[src/rtl/pipeline_cache_ctrl.sv]
// pipeline_cache_ctrl: control FSM for the 2-stage pipelined cache.
// Hits stream one per cycle; misses stall, write back, fetch, fill, replay.
// Ports: clk, rst (sync, active-high); stage-2 request/tag status
//   (s2_valid, s2_write, s2_hit, s2_hit_way, s2_victim_dirty, s2_victim_way);
//   mem_resp from the memory arbiter. Outputs: stage_load, stall, cpu_resp,
//   mem_read, mem_write, addr_sel, data_we, tag_we, valid_set, dirty_set,
//   dirty_clr, way_sel. CACHE_PERF_CNT_EN adds hit_count and miss_count.
module pipeline_cache_ctrl #(
  parameter  int NUM_WAYS = 2,
  localparam int W = (NUM_WAYS > 1) ? $clog2(NUM_WAYS) : 1
) (
  input  logic         clk,
  input  logic         rst,
  input  logic         s2_valid,
  input  logic         s2_write,
  input  logic         s2_hit,
  input  logic [W-1:0] s2_hit_way,
  input  logic         s2_victim_dirty,
  input  logic [W-1:0] s2_victim_way,
  input  logic         mem_resp,
  output logic         stage_load,
  output logic         stall,
  output logic         cpu_resp,
  output logic         mem_read,
  output logic         mem_write,
  output logic         addr_sel,
  output logic         data_we,
  output logic         tag_we,
  output logic         valid_set,
  output logic         dirty_set,
  output logic         dirty_clr,
  output logic [W-1:0] way_sel
`ifdef CACHE_PERF_CNT_EN
  ,
  output logic [31:0]  hit_count,
  output logic [31:0]  miss_count
`endif
);

  typedef enum logic [2:0] {
    RUN, WB, FETCH, FILL, REPLAY
  } state_t;

  state_t       state_q, state_d;
  logic [W-1:0] victim_q;
  logic         miss;

  assign miss = s2_valid & ~s2_hit;

  always_ff @(posedge clk) begin
    if (rst) begin
      state_q  <= RUN;
      victim_q <= '0;
    end else begin
      state_q <= state_d;
      // Victim choice is only valid with the missing request.
      if (state_q == RUN && miss)
        victim_q <= s2_victim_way;
    end
  end

  always_comb begin
    state_d    = state_q;
    stage_load = 1'b0;
    stall      = 1'b0;
    cpu_resp   = 1'b0;
    mem_read   = 1'b0;
    mem_write  = 1'b0;
    addr_sel   = 1'b0;
    data_we    = 1'b0;
    tag_we     = 1'b0;
    valid_set  = 1'b0;
    dirty_set  = 1'b0;
    dirty_clr  = 1'b0;
    way_sel    = '0;
    // Outputs forced low during reset so the arbiter sees no request.
    if (!rst) begin
      unique case (state_q)
        RUN: begin
          if (miss) begin
            stall   = 1'b1;
            state_d = s2_victim_dirty ? WB : FETCH;
          end else begin
            stage_load = 1'b1;
            cpu_resp   = s2_valid;
            if (s2_valid && s2_write) begin
              data_we   = 1'b1;
              dirty_set = 1'b1;
              way_sel   = s2_hit_way;
            end
          end
        end
        WB: begin
          mem_write = 1'b1;
          addr_sel  = 1'b1;
          way_sel   = victim_q;
          stall     = 1'b1;
          if (mem_resp)
            state_d = FETCH;
        end
        FETCH: begin
          mem_read = 1'b1;
          addr_sel = 1'b1;
          way_sel  = victim_q;
          stall    = 1'b1;
          if (mem_resp)
            state_d = FILL;
        end
        FILL: begin
          data_we   = 1'b1;
          tag_we    = 1'b1;
          valid_set = 1'b1;
          dirty_clr = 1'b1;
          way_sel   = victim_q;
          stall     = 1'b1;
          state_d   = REPLAY;
        end
        REPLAY: begin
          // Reload the stalled request; it hits on the next RUN cycle.
          addr_sel   = 1'b1;
          stage_load = 1'b1;
          stall      = 1'b1;
          state_d    = RUN;
        end
        default: state_d = RUN;
      endcase
    end
  end

`ifdef CACHE_PERF_CNT_EN
  always_ff @(posedge clk) begin
    if (rst) begin
      hit_count  <= '0;
      miss_count <= '0;
    end else begin
      if (state_q == RUN && cpu_resp && hit_count != '1)
        hit_count <= hit_count + 32'd1;
      if (state_q == RUN && miss && miss_count != '1)
        miss_count <= miss_count + 32'd1;
    end
  end
`endif

endmodule

[config.mk]
export PLATFORM = sky130hd
export DESIGN_NAME = pipeline_cache_ctrl
export DESIGN_NICKNAME = d
export VERILOG_FILES = /design/src/rtl/pipeline_cache_ctrl.sv
export SDC_FILE = /design/constraint.sdc
export NUM_CORES = 1
export LEC_CHECK = 0
export ABC_AREA = 1
export ABC_CLOCK_PERIOD_IN_PS = 1200
export CAP_MARGIN = 20
export CORE_AREA = 8 8 45 47
export DETAILED_ROUTE_END_ITERATION = 16
export DIE_AREA = 0 0 53 55
export RECOVER_POWER = 100
export SLEW_MARGIN = 20
export SYNTH_ARGS = -nofsm -noshare
export SYNTH_HDL_FRONTEND = slang
export SYNTH_SLANG_ARGS = --single-unit
[constraint.sdc]
create_clock -name clk -period 1.2 [get_ports clk]
set_input_delay 0.18 -clock clk [delete_from_list [all_inputs] [get_ports clk]]
set_output_delay 0.18 -clock clk [all_outputs]
set_load 0.005 [all_outputs]
After elaboration in Yosys (flattened, before gate mapping)
Index checks and enable logic that the tools add are counted.
{"block": "word_totals", "output_inout_bits": 12, "regBits": 4, "elab_cells": 50, "inputBits": 9}
{"block": "op_classes", "n_reduce_logical": 7, "n_bitwise": 2, "eq_ne": 7, "mux": 32}
{"cell": "1-bit 2-to-1 mux", "n": 23}
{"cell": "3-bit case mux with 4 select lines", "n": 1}
{"cell": "3-bit 2-to-1 mux", "n": 3}
{"cell": "1-bit case mux with 2 select lines", "n": 4}
{"cell": "3-bit by 2-bit == test with 1-bit output, second input constant", "n": 2}
{"cell": "2-bit != test, second input constant", "n": 3}
{"cell": "3-bit OR reduction", "n": 2}
{"cell": "4-bit OR reduction", "n": 1}
{"cell": "3-bit by 1-bit == test with 1-bit output, second input constant", "n": 1}
{"cell": "3-bit == test, second input constant", "n": 1}
{"cell": "3-bit zero test", "n": 1}
{"cell": "3-bit AND reduction", "n": 1}
{"cell": "1-bit logical AND", "n": 2}
{"cell": "2-bit 2-to-1 mux", "n": 1}
{"cell": "1-bit bitwise AND", "n": 1}
{"cell": "1-bit NOT", "n": 1}

Depth between registers and ports, before layout
{"block": "depth", "depth_word": 5, "depth_mapped": 8, "ltp_nobuf": 8}

Least setup slack after synthesis
Ideal clock, no wire load.
{"block": "synth_path", "path_type": "reg2out", "start": "register state_q[0]", "end": "output port data_we", "required_ps": 1020, "path_stages_with_launch": 6, "arrival_time_ps": 952, "slack_ps": 68, "path_buffers": 0, "path_cell_list": "dfxtp_1 -> inv_1 -> nor2_1 -> nand2_1 -> nor2_2 -> or2_1"}
{"block": "synth_between", "elab_chain_cells": 3, "elab_cells_between_ends": 4, "cone_classes": "1 x eq/ne; 2 x mux; 1 x reduce/logical"}
{"item": "start: declaration", "line": "44", "source": "state_t state_q, state_d;"}
{"item": "start signal: assignment", "line": "55", "source": "state_q <= state_d;"}
{"item": "3-bit by 2-bit == test with 1-bit output or 3-bit zero test (tied branches)", "line": "78", "source": "unique case (state_q)"}
{"item": "1-bit case mux with 2 select lines (*)", "line": "78"}
{"item": "1-bit 2-to-1 mux (*)", "line": "77", "source": "if (!rst) begin"}
{"item": "end: declaration", "line": "27", "source": "output logic data_we,"}
Every way passes the cells marked *; elsewhere a longest branch is shown, timed or not.

Worst setup path in the final report
{"block": "layout_path", "start": "register state_q[0]", "end": "output port stall"}
{"block": "layout_between", "elab_chain_cells": 4, "elab_cells_between_ends": 8, "cone_classes": "4 x eq/ne; 2 x mux; 2 x reduce/logical"}
{"item": "3-bit by 2-bit == test with 1-bit output, or another cell as far along", "line": "78"}
{"item": "4-bit OR reduction (no line)"}
{"item": "1-bit case mux with 2 select lines (*)", "line": "78"}
{"item": "1-bit 2-to-1 mux (*)", "line": "77"}
{"item": "end: declaration", "line": "22", "source": "output logic stall,"}
Marks and branches as above.

==> impl_metrics.toml <==
[global_route]
grt_antenna_before_repair = 0
grt_pass1_vias = 549
overflow = 0
grt_usage_pct = 10.1
grt_first_pass_wirelength_um = 2230
grt_max_degree = 6

[synthesis]
yosysWarnings = 0
synth_top_area_share_pct = 21.3
ys_ff_latch = 4
synthCells = 65
syn_area_um2 = 377
synth_area_per_cell_um2 = 5.79
synth_nets = 74
yosysSeqAreaShare_pct = 21.3
ys_types = 18
synthTopCellsByArea = "dfxtp_1, nand2_1, nor2_1, inv_1, nand3_1"
synth_largest_area_cell = "dfxtp_1"

[sta]
final-max-slew-violation-count = 0
fin_skew_ns = 0.00450
min_period_ns = 1.49
setup_violations = 13
finalSetupTns_ns = -2.53
finalHoldViolCount = 0
rsz0062_at_grt = "true"
setup_slack_ns = -0.294
fmax_mhz = 670
max_slew.worst_pin.slew_ns = 0.160
slew_headroom_pct = 89.3
period_share_pct = 124

[pwr]
p_total_w = 0.00186
vdd_ir_drop_max_mv = 1.16
p_leak_nw = 0.465
cellPowerDensity_mw_per_mm2 = 2130

[layout]
mostFrequentLayoutCell = "buf_4"
fin_nets = 126
fillCellCount = 126
most-common-layout-cells = "buf_4, nand2_1, inv_1"
insertedDiodeCount = 0
area_growth_pct = 132
drive_above_1_share_pct = 62.6
final_core_util_pct = 63.1

[route]
antenna_left = 0
via_per_inst = 4.44
routedWlPerCell_um = 11.3
drc = 0
first_pass_iters = 2
routed_wl_um = 1480
vias = 581
first_iter_violations = 2

[floorplanning]
die_h_um = 55
fp.coreArea_mm2 = 0.00138
die_x_um = 53
pin_count = 21
dieArea_mm2 = 0.00292
fp-row-count = 14
initial_utilization_pct = 27.2

[setup_path]
crit_path_cell_trace = "nor2_4 > buf_6 > buf_6 > nand2_4 > a31oi_4 > buf_2"
cp_common_cell = "buf_6"
worst-path-buf-inv = 3
arrival_ns = 1.31
cpLargestDelayFamily = "flip-flops"
crit_type = "register to output pin"
crit_path_max_fanout = 4
start_kind = "register"
slowest_stage = "dfxtp_4"
required_ns = 1.02
max_stage_delay_ns = 0.36
setup.worst_path.end_class = "output pin"

[clocking]
cts_buffer_depth = 2
root_buffer = "clkbuf_4"
cts_made_buffers = 3
clkTransAtPathRegs_ns = 0.04
insertion_delay_ns = 0.23
cts_max_level = 1
cts_tree = "done"
hold_buffers = 0
clock_sinks = 4

[run]
cap_violations = 0

[outcome]
violations = "negative setup slack"
outcome = "finished with violations"

[place]
gp_congestion = 0.839
dp_hpwl_um = 1010
port_buffers = 20

[hold_path]
hold_path_class = "register to register"
[worst reg2reg max path, delay by kind of cell, from the launching register on]
kind / cells / cell delay [ns]
buf+inv: 5 / 0.40
compound gates: 1 / 0.14
simple gates: 4 / 0.28
flops: 1 / 0.38
[per-stage QoR]
step                hold WS (ns)  instance area [µm²]  std cells  setup slack [ns]
floorplan                  0.344                  377         65            0.0675
global placement           0.455                  719        117            -0.620
detailed placement         0.459                  719        117            -0.691
CTS                        0.465                  846        129            -0.344
global route               0.507                  873        131            -0.362
finish                     0.460                  873        131            -0.294
[layout make-up]
class / count / area [µm²] / share of cell area (%)
repair buffers: 50 / 393 / 45.0
multi-input cells: 47 / 303 / 34.7
well taps: 16 / 20.0 / 2.29
flip-flops and latches: 4 / 91.3 / 10.5
clock buffers: 3 / 22.5 / 2.58
inverters: 11 / 43.8 / 5.01
[routing by layer]
metal	GRT usage, %	vias up	wire, µm
met5	0	-	0
met4	3.88	0	51
met3	4.28	4	130
met2	19.5	20	753
met1	9.12	256	544
li1	-	301	-
[synth_stat cells]
cell type	count
a21oi_1	3
a31oi_1	1
and3_4	1
buf_2	1
buf_4	2
dfxtp_1	4
inv_1	10
inv_2	1
nand2_1	11
nand2_2	4
nand3_1	7
nand3_2	1
nor2_1	11
nor2_2	2
nor2_4	1
nor3_1	2
o21ai_0	2
or2_1	1
[logic make-up (layout without fill, tap and decap cells)]
logic type | count (synthesis) | after routing | share of synthesized area, %
buffers and inverters | 14 | 64 | 16.3
AO/OA/AOI/OAI | 6 | 6 | 8.31
flip-flops | 4 | 4 | 21.3
AND/OR/NAND/NOR | 41 | 41 | 54.2
[path summary, 6_finish.rpt]
| kind | from | depth (start not counted) | slack (ns) | to |
|---|---|---|---|---|
| worst max register to register | state_q[0] | 10 | -0.10 | state_q[1] |
| worst max-delay path | state_q[0] | 6 | -0.29 | stall |
| worst min register to register | victim_q | 2 | 0.46 | victim_q |
| worst min-delay path | victim_q | 2 | 0.46 | victim_q |
[report_power, final]
part           internal, W  switching [W]  leakage [nW]  total [W]
clock             0.000112      0.0000546        0.0138   0.000166
combinational     0.000811       0.000619         0.417    0.00143
sequential        0.000192      0.0000724        0.0348   0.000265
[what timing repair did]
item | CTS | global route
pin swaps | 12 | 12
endpoints found under the setup margin | 12 | 14
gates resized for setup | 62 | 14
setup buffers | 11 | 2
[sequential cells by signal, summed over array words and instances, names as in the netlist]
name	cells
victim_q	1
state_q	3
(Power assumes the default switching activity.)
